**config.mk**
```make
export PLATFORM = sky130hd
export DESIGN_NAME = result_display
export DESIGN_NICKNAME = d
export VERILOG_FILES = /design/src/rtl/result_display.sv
export SDC_FILE = /design/constraint.sdc
export NUM_CORES = 1
export LEC_CHECK = 0
export ABC_AREA = 1
export CAP_MARGIN = 20
export CORE_ASPECT_RATIO = 1.4
export CORE_UTILIZATION = 50
export CTS_CLUSTER_DIAMETER = 50
export DETAILED_ROUTE_END_ITERATION = 8
export PLACE_DENSITY_LB_ADDON = 0.12
export SLEW_MARGIN = 5
export SYNTH_ARGS = -nofsm -noshare
export SYNTH_HDL_FRONTEND = slang
export SYNTH_SLANG_ARGS = --single-unit
```
**constraint.sdc**
```tcl
create_clock -name clk -period 1.82 [get_ports clk]
set_input_delay 0.455 -clock clk [delete_from_list [all_inputs] [get_ports clk]]
set_output_delay 0.455 -clock clk [all_outputs]
set_load 0.05 [all_outputs]
```
**src/rtl/result_display.sv**
```systemverilog
// Result display stage: holds the remainder unit's result/flags and scans them
// onto a 4-digit common-anode 7-segment display, REFRESH_DIV cycles per digit.
module result_display #(
    parameter int REFRESH_DIV = 16
) (
    input  logic       clk,
    input  logic       rst,
    input  logic       load,
    input  logic [4:0] result,
    input  logic       zero,
    input  logic       divbyzero,
    output logic [6:0] seg,
    output logic [3:0] an,
    output logic       loaded
);

    localparam int CW = (REFRESH_DIV > 1) ? $clog2(REFRESH_DIV) : 1;
    localparam logic [CW-1:0] CNT_LAST = CW'(REFRESH_DIV - 1);

    // Segment codes, {g,f,e,d,c,b,a}, active-low.
    localparam logic [6:0] SEG_BLANK = 7'b1111111;
    localparam logic [6:0] SEG_MINUS = 7'b0111111;
    localparam logic [6:0] SEG_E     = 7'b0000110;
    localparam logic [6:0] SEG_R     = 7'b0101111;
    localparam logic [6:0] SEG_ZERO  = 7'b1000000;
    localparam logic [6:0] SEG_ONE   = 7'b1111001;

    logic [CW-1:0] cnt;
    logic [1:0]    idx;
    logic          held_sign;
    logic [3:0]    held_mag;
    logic          held_zero;
    logic          held_dbz;

    logic [3:0]    ones;
    logic          tens;
    logic [6:0]    seg_next;
    logic [3:0]    an_next;

    function automatic logic [6:0] digit_seg(input logic [3:0] d);
        logic [6:0] s;
        case (d)
            4'd0:    s = 7'b1000000;
            4'd1:    s = 7'b1111001;
            4'd2:    s = 7'b0100100;
            4'd3:    s = 7'b0110000;
            4'd4:    s = 7'b0011001;
            4'd5:    s = 7'b0010010;
            4'd6:    s = 7'b0000010;
            4'd7:    s = 7'b1111000;
            4'd8:    s = 7'b0000000;
            4'd9:    s = 7'b0010000;
            default: s = SEG_BLANK;
        endcase
        return s;
    endfunction

    // Handshake: load is a strobe with no ready/backpressure; every rising
    // edge that sees load=1 captures result/zero/divbyzero, so a held load
    // recaptures each cycle and load=0 leaves the held values untouched.
    always_ff @(posedge clk or posedge rst) begin
        if (rst) begin
            held_sign <= 1'b0;
            held_mag  <= 4'd0;
            held_zero <= 1'b0;
            held_dbz  <= 1'b0;
            loaded    <= 1'b0;
        end else if (load) begin
            held_sign <= result[4];
            held_mag  <= result[3:0];
            held_zero <= zero;
            held_dbz  <= divbyzero;
            loaded    <= 1'b1;
        end
    end

    always_ff @(posedge clk or posedge rst) begin
        if (rst) begin
            cnt <= '0;
            idx <= 2'd0;
        end else if (cnt == CNT_LAST) begin
            cnt <= '0;
            idx <= idx + 2'd1;
        end else begin
            cnt <= cnt + 1'b1;
        end
    end

    // Magnitude is only 0..15, so a single compare-and-subtract gives the digits.
    always_comb begin
        tens = (held_mag >= 4'd10);
        ones = tens ? (held_mag - 4'd10) : held_mag;
    end

    always_comb begin
        seg_next = SEG_BLANK;
        if (loaded) begin
            if (held_dbz) begin
                case (idx)
                    2'd3:    seg_next = SEG_E;
                    2'd2:    seg_next = SEG_R;
                    2'd1:    seg_next = SEG_R;
                    default: seg_next = SEG_BLANK;
                endcase
            end else if (held_zero) begin
                seg_next = (idx == 2'd0) ? SEG_ZERO : SEG_BLANK;
            end else begin
                case (idx)
                    2'd3:    seg_next = held_sign ? SEG_MINUS : SEG_BLANK;
                    2'd2:    seg_next = SEG_BLANK;
                    2'd1:    seg_next = tens ? SEG_ONE : SEG_BLANK;
                    default: seg_next = digit_seg(ones);
                endcase
            end
        end
    end

    always_comb begin
        an_next = ~(4'b0001 << idx);
    end

    // Outputs are registered from the pre-edge index and held data, so they
    // trail both by one cycle.
    always_ff @(posedge clk or posedge rst) begin
        if (rst) begin
            seg <= SEG_BLANK;
            an  <= 4'b1110;
        end else begin
            seg <= seg_next;
            an  <= an_next;
        end
    end

endmodule

```
After elaboration in Yosys (flattened, before gate mapping). Memories as Yosys holds them, arrays and structs flattened. Index checks and enable logic that the tools add are counted.

Flip-flop bits (word level): 25. Bits in read-only memories: 112. Output and inout bits: 12. Memories kept: 1.

Memories: (name not given) (words 16, width 7, read ports 1, clocked after memory_dff 0, wr ports 0, line 42) `case (d)`.

Add/subtract/negate cells: 3. Magnitude comparators: 1. Equality and inequality tests: 4. Shifts and indexed selects: 1. Muxes and demuxes: 10. Bitwise gates (word level): 1. Reductions and logical operators: 2.

Operators by type and width (count): 7-bit 2-to-1 mux (4); 7-bit one-hot mux with 3 select lines (1); 7-bit one-hot mux with 2 select lines (1); 4-bit 2-to-1 mux (2); 6-bit 2-to-1 mux (1); 4-bit by 1-bit adder with 4-bit output (second input constant) (1); 2-bit equality test (second input constant) (2); 4-bit equality test (second input constant) (1); 4-bit >= comparator (second input constant) (1); 4-bit inverter (1); 1-bit by 2-bit << shifter with 4-bit output (first input constant) (1); 4-bit subtractor (second input constant) (1); 3-bit 2-to-1 mux (1); 2-bit by 1-bit adder with 2-bit output (second input constant) (1); 2-bit by 1-bit equality test with 1-bit output (second input constant) (1); 2-bit zero test (1); 2-bit OR reduction (1).

Logic depth before layout (Yosys ltp). Gate-level depths: netlist of run 1. An unclocked memory read counts as a cell.

Word-level depth: 7. Mapped depth: 13. Gate-level depth less buffers: 13.

Worst setup path before layout of run 1. No wires, ideal clock.

Path kind: register -> register. Start: reg held_mag[3]. End: reg seg[3]. Library setup time: 77 ps. Arrival time: 1465 ps. Data required time: 1743 ps. Path slack: 278 ps. Stages on the path, launching flop included: 13. Path buffers: 0. Period minus slack after synthesis: 1542 ps. Cell sequence: dfrtp_1 > a21o_2 > nand2_2 > inv_1 > ha_1 > nand2_1 > nand2_1 > nand2_1 > nand2_1 > nand2_1 > nand2_1 > nand2_1 > nand2_1.

Cells in the longest elaborated chain, start to end: 7.

Ends and longest elaborated chain: from (decl) (line 31) `logic [3:0] held_mag;`; from (signal assigned) (line 70) `held_mag <= result[3:0];`; 4-bit subtractor or 4-bit >= comparator (tied branches) (line 92, 91); 4-bit 2-to-1 mux * (line 92) `ones = tens ? (held_mag - 4'd10) : held_mag;`; memory 16 x 7 bit *; 7-bit one-hot mux with 3 select lines * (line 108) `case (idx)`; 7-bit 2-to-1 mux * (line 105) `end else if (held_zero) begin`; 7-bit 2-to-1 mux * (line 98) `if (held_dbz) begin`; 7-bit 2-to-1 mux * (line 97) `if (loaded) begin`; net seg_next[3] (line 37) `logic [6:0] seg_next;`; to (signal assigned) (line 129) `seg <= seg_next;`; to (decl) (line 12) `output logic [6:0] seg,`.

Mark *: on every way through the listed nets, which the timed path passes. The rest lies on a longest branch. A chain may end at the register's enable or synchronous reset.

Worst setup path in the final report of run 1. Ends and elaborated chain as after synthesis.

==> metrics.md, run 1 <==
| Metric | Value |
|---|---|
| Status | finished, final reports clean |
| Placed Area | 1680 µm² |
| Maximum vdd drop | 0.674 mV |
| CTS tree | built |
| CTS H-tree depth | 1 |
| Critical Path Fanout Max | 6 |
| Critical Path End Type | register |
| CTS Buffer Depth | 2 |
| Maximum clock rate | 598 MHz |
| Layout cells sized above 1 | 0.211 |
| Row Count | 21 |
| Final instance area | 1710 µm² |
| Ys async rst share | 1.00 |
| Root Driver | clkbuf_4 |
| Core area | 2440 µm² |
| DRT Pass-1 Iters | 4 |
| Initial antenna violation count | 0 |
| Leak Pwr | 0.000889 µW |
| GRT Resource Usage Total | 0.191 |
| Average cell area after synthesis | 8.55 µm² |
| # nets final | 202 |
| Global route overflow | 0 |
| Area leader, netlist | dfrtp_1 |
| Clock-pin slew on the worst setup and hold paths | 0.14 ns |
| Total CTS buffers | 3 |
| DRC | 0 |
| DP Wirelength | 1.88 mm |
| Post-CTS setup buffer count | 0 |
| Slew @ Worst Pin | 0.375 ns |
| Required time of the critical path | 2.09 ns |
| Synth Flop Type | dfrtp_1 |
| Die ar. | 2860 µm² |
| DRT iter0 DRCs | 22 |
| Final min period | 1.67 ns |
| Synth Warn # | 0 |
| Routed Antenna Nets | 0 |
| Syn Inst Count | 155 |
| Synth Cell Area | 1330 µm² |
| Area Overhead vs Synth | 28.8% |
| Seq/Total Area, Yosys | 0.482 |
| Final hold viol count | 0 |
| Share of the synthesized area in the top cell type | 0.283 |
| Final WL | 2.32 mm |
| Reg2reg setup slack | 0.15 ns |
| Synth Register Bits | 25 |
| Largest net degree at the start of global routing | 26 |
| ANT cells | 0 |
| First-pass GRT wire length | 4.15 mm |
| RSZ-0062 raised after global routing | false |
| Syn Nets | 176 |
| Die X | 45.5 µm |
| Top Ports | 22 |
| Final max-slew violation count | 0 |
| Worst Skew | 0.00150 ns |
| Synth area leaders | dfrtp_1 (28%), dfstp_2 (20%), nand2_1 (15%) |
| Synth cell types | 20 |
| Routability cong. | 0.771 |
| Synth cell count leaders | nand2_1 (53), inv_1 (22), dfrtp_1 (15) |
| Routed wire per std cell | 10.8 µm |
| # clock sinks | 25 |
| Pwr/cell area | 715 nW/µm² |
| # port buffers | 21 |
| Post-CTS Resized | 0 |
| Worst R2R Path Depth | 12 |
| EDFF count, synth | 0 |
| Fin crit share | 0.918 |
| Vias in the first global route | 1047 |
| DIE HEIGHT | 62.9 µm |
| Max-cap violation count | 0 |
| CTS hold repair buffers | 0 |
| CP arrival | 1.94 ns |
| Via/cell ratio | 4.93 |
| Final setup viols | 0 |
| Worst setup path category | register to register |
| Latest clock arrival within the worst-skew pair | 0.31 ns |
| Setup tns final | 0 ns |
| Starting Density | 0.542 |
| DR vias | 1056 |
| Crit start category | register |
| HP Class | input pin to async pin |
| Slew Limit Headroom | 0.749 |
| Most common cell in the netlist | nand2_1 |
[registers in the layout, summed over array words and instances (netlist names)]
register   count
seg            7
an             4
cnt            4
held_mag       4
idx            2
held_dbz       1
held_sign      1
held_zero      1
loaded         1
[cell type report]
| class | instances | area [µm²] |
|---|---|---|
| fill | 187 | 737 |
| sequential | 25 | 638 |
| tap | 34 | 42.5 |
| clock buffer | 3 | 22.5 |
| multi-input combinational | 105 | 592 |
| clock inverter | 1 | 7.51 |
| timing repair buffer | 22 | 313 |
| inverter | 24 | 91.3 |
[final timing paths]
kind,from,to
setup / recovery,held_mag[3],seg[3]
hold / removal,rst,an[0]
setup reg to reg,held_mag[3],seg[3]
hold reg to reg,held_dbz,seg[6]
max in group asynchronous,rst,an[3]
min in group clk,held_dbz,seg[6]
[report_power, final]
group / switching [µW] / internal, µW
clock network: 167 / 83.9
logic: 199 / 143
registers: 26.6 / 600
total: 393 / 827
[worst max-delay path: stages (launching register included)]
cell	delay, ns
dfrtp_1	0.49
a21o_2	0.23
nand2_2	0.13
inv_1	0.08
ha_1	0.30
nand2_1	0.07
nand2_1	0.05
nand2_1	0.05
nand2_1	0.04
nand2_1	0.05
nand2_1	0.04
nand2_1	0.05
nand2_1	0.05
[layout by cell type (no fill, tap or decap), types with 4 or more instances in the layout]
| master | count |
|---|---|
| nor2_1 | 4 |
| nand2_1 | 53 |
| inv_1 | 22 |
| dfstp_2 | 10 |
| nand3_1 | 10 |
| buf_12 | 10 |
| ha_1 | 11 |
| nand2_2 | 4 |
| clkdlybuf4s50_1 | 9 |
| o21ai_0 | 11 |
| dfrtp_1 | 15 |
[cell families (layout without fill, tap and decap cells)]
logic type                 Yosys count  count (layout)  share of synthesized area
adders and majority gates           11              11                      0.104
AOI/OAI and AO/OA                   19              19                     0.0944
DFF                                 25              25                      0.482
and+or+nand+nor                     73              73                      0.235
buffers and inverters               25              50                     0.0718
xor gates and xnor gates             2               2                     0.0132
[per-stage QoR]
stage | setup WS, ns | std cells | hold WS [ns] | util | total power [µW]
floorplan | 0.278 | 155 | 0.412 | - | 843
global placement | 0.214 | 210 | 0.443 | 0.686 | 967
detailed placement | 0.163 | 210 | 0.452 | 0.686 | 979
CTS | 0.138 | 214 | 0.473 | 0.698 | 1230
global route | 0.00982 | 214 | 0.497 | 0.698 | 1290
finish | 0.149 | 214 | 0.470 | 0.698 | 1220
[layer usage]
layer  vias to the layer above  wire, µm  GRT usage
li1                        526         -          -
met5                         -         0          0
met2                        35      1260      0.329
met3                         6        98     0.0202
met1                       489       900      0.223
met4                         0        59     0.0947
Note: power is estimated with default switching activity, not from simulation.
==> run 2: changes to the inputs <==
- CORE_UTILIZATION: 50 -> 25
==> metrics.md, run 2 (synthesized netlist as in run 1, its figures left out) <==
| Metric | Value |
|---|---|
| Setup tns final | 0 ns |
| DRT iter0 DRCs | 34 |
| RSZ-0062 raised after global routing | false |
| Hold path cells | 1 |
| Critical Path Fanout Max | 5 |
| GRT Resource Usage Total | 0.112 |
| DP Wirelength | 2.22 mm |
| DRC | 0 |
| Worst setup path category | register to register |
| DIE HEIGHT | 88.1 µm |
| CTS H-tree depth | 1 |
| Routability cong. | 0.778 |
| # clock sinks | 25 |
| Final hold viol count | 0 |
| Leak Pwr | 0.000907 µW |
| Reg with most FFs | seg |
| Final Util | 0.347 |
| Required time of the critical path | 2.02 ns |
| Worst hold path endpoint | seg[6] |
| Fin crit share | 0.897 |
| Final min period | 1.63 ns |
| Slowest-stage cell, CP | dfrtp_1 |
| Core area | 5120 µm² |
| Die ar. | 5600 µm² |
| Most frequent cells in the layout | nand2_1 (53), inv_1 (22), dfrtp_1 (15), o21ai_0 (11), ha_1 (11) |
| # port buffers | 21 |
| Largest register FFs | 7 |
| Row Count | 31 |
| Global route overflow | 0 |
| Worst Skew | 0.00850 ns |
| Final WL | 2.76 mm |
| Worst R2R End | seg[3] |
| Inst Count DP | 244 |
| ANT cells | 0 |
| Critical Path End Type | register |
| First-pass GRT wire length | 4.76 mm |
| Final setup viols | 0 |
| Maximum vdd drop | 0.362 mV |
| Starting Density | 0.259 |
| Overall Power | 1300 µW |
| Maximum clock rate | 613 MHz |
| Clock-pin slew on the worst setup and hold paths | 0.09 ns |
| Vias in the first global route | 1074 |
| CTS tree | built |
| Reg2reg setup slack | 0.19 ns |
| Routed Antenna Nets | 0 |
| Most common cell after layout, fill and taps aside | nand2_1 |
| DR vias | 1048 |
| Largest net degree at the start of global routing | 26 |
| Routed wire per std cell | 11.1 µm |
| Via/cell ratio | 4.23 |
| DRT Pass-1 Iters | 4 |
| Final max-slew violation count | 0 |
| Initial antenna violation count | 0 |
| Area Overhead vs Synth | 34.1% |
| Slew Limit Headroom | 0.780 |
| Layout cells sized above 1 | 0.214 |
| CTS hold repair buffers | 0 |
| Critical Path, Cell by Cell | a21o_2, nand2_2, inv_1, ha_1, nand2_1, nand2_1, nand2_1, nand2_1, nand2_1, nand2_1, nand2_1, nand2_1 |
| Latest clock arrival within the worst-skew pair | 0.27 ns |
| Fillers | 563 |
| Total CTS buffers | 3 |
| Worst R2R Path Depth | 12 |
| Pwr/cell area | 733 nW/µm² |
| Root Driver | clkbuf_8 |
| Die X | 63.5 µm |
| Top Ports | 22 |
| Post-CTS Resized | 0 |
| Max-cap violation count | 0 |
| Slew @ Worst Pin | 0.330 ns |
| Worst Hold Launch | held_dbz |
| CP arrival | 1.83 ns |
| Biggest cell delay along the critical path | 0.47 ns |
| Finished Layout Cells | 248 |
| HP Class | register to register |
| Crit start category | register |
| CTS Buffer Depth | 2 |
| Post-CTS setup buffer count | 0 |
| Status | finished, final reports clean |
| # nets final | 204 |
| CP dominant cell by count | nand2_1 |
| Worst reg2reg path startpoint | held_mag[3] |
==> run 2: cell count changes in the layout (fill, tap and decap cells not counted) <==
cell | previous run | this run
clkinvlp_4 | 1 | 0
clkbuf_4 | 3 | 0
buf_4 | 3 | 5
clkbuf_8 | 0 | 3
clkbuf_1 | 0 | 1
==> run 2: worst max path at each step <==
stage / end / cells after the start / slack [ns] / start
after floorplan: seg[3] / 12 / 0.28 / held_mag[3]
after global placement: seg[3] / 12 / 0.20 / held_mag[3]
after detailed placement: seg[3] / 12 / 0.22 / held_mag[3]
after CTS: seg[3] / 12 / 0.19 / held_mag[3]
after global routing: seg[4] / 12 / 0.06 / held_mag[1]
final: seg[3] / 12 / 0.19 / held_mag[3]
==> run 2: worst max-delay path, delay by kind of cell, from the launching register on <==
family / cells / cell delay [ns]
AND/OR/NAND/NOR: 9 / 0.51
flip-flops: 1 / 0.47
adder cells (fa/ha/maj): 1 / 0.29
AO/OA/AOI/OAI: 1 / 0.23
buffers and inverters: 1 / 0.05
==> run 2: metrics by stage <==
stage,worst slack [ns],area (µm²),hold slack (ns)
global route,0.0573,1780,0.513
CTS,0.191,1780,0.483
global placement,0.201,1730,0.464
floorplan,0.278,1330,0.412
detailed placement,0.223,1730,0.462
finish,0.188,1780,0.483
==> run 2: final cells by class <==
cell class / instances / area (µm²) / area share
Tap cell: 66 / 82.6 / 0.0465
Inverter: 24 / 91.3 / 0.0514
Multi-Input combinational cell: 105 / 592 / 0.333
Sequential cell: 25 / 638 / 0.359
Timing Repair Buffer: 24 / 328 / 0.185
Clock buffer: 4 / 45.0 / 0.0254
==> run 2: per-layer routing <==
layer	global-route usage	wire length [µm]	share of wire
met1	0.119	1130	0.41
met2	0.202	1470	0.53
met3	0.0169	48	0.017
met4	0.0806	112	0.041
met5	0	0	0
==> run 2: where the power goes <==
group	total, µW	switching [µW]	internal, µW
Clock	327	170	157
Combinational	348	200	148
Sequential	628	28.3	599
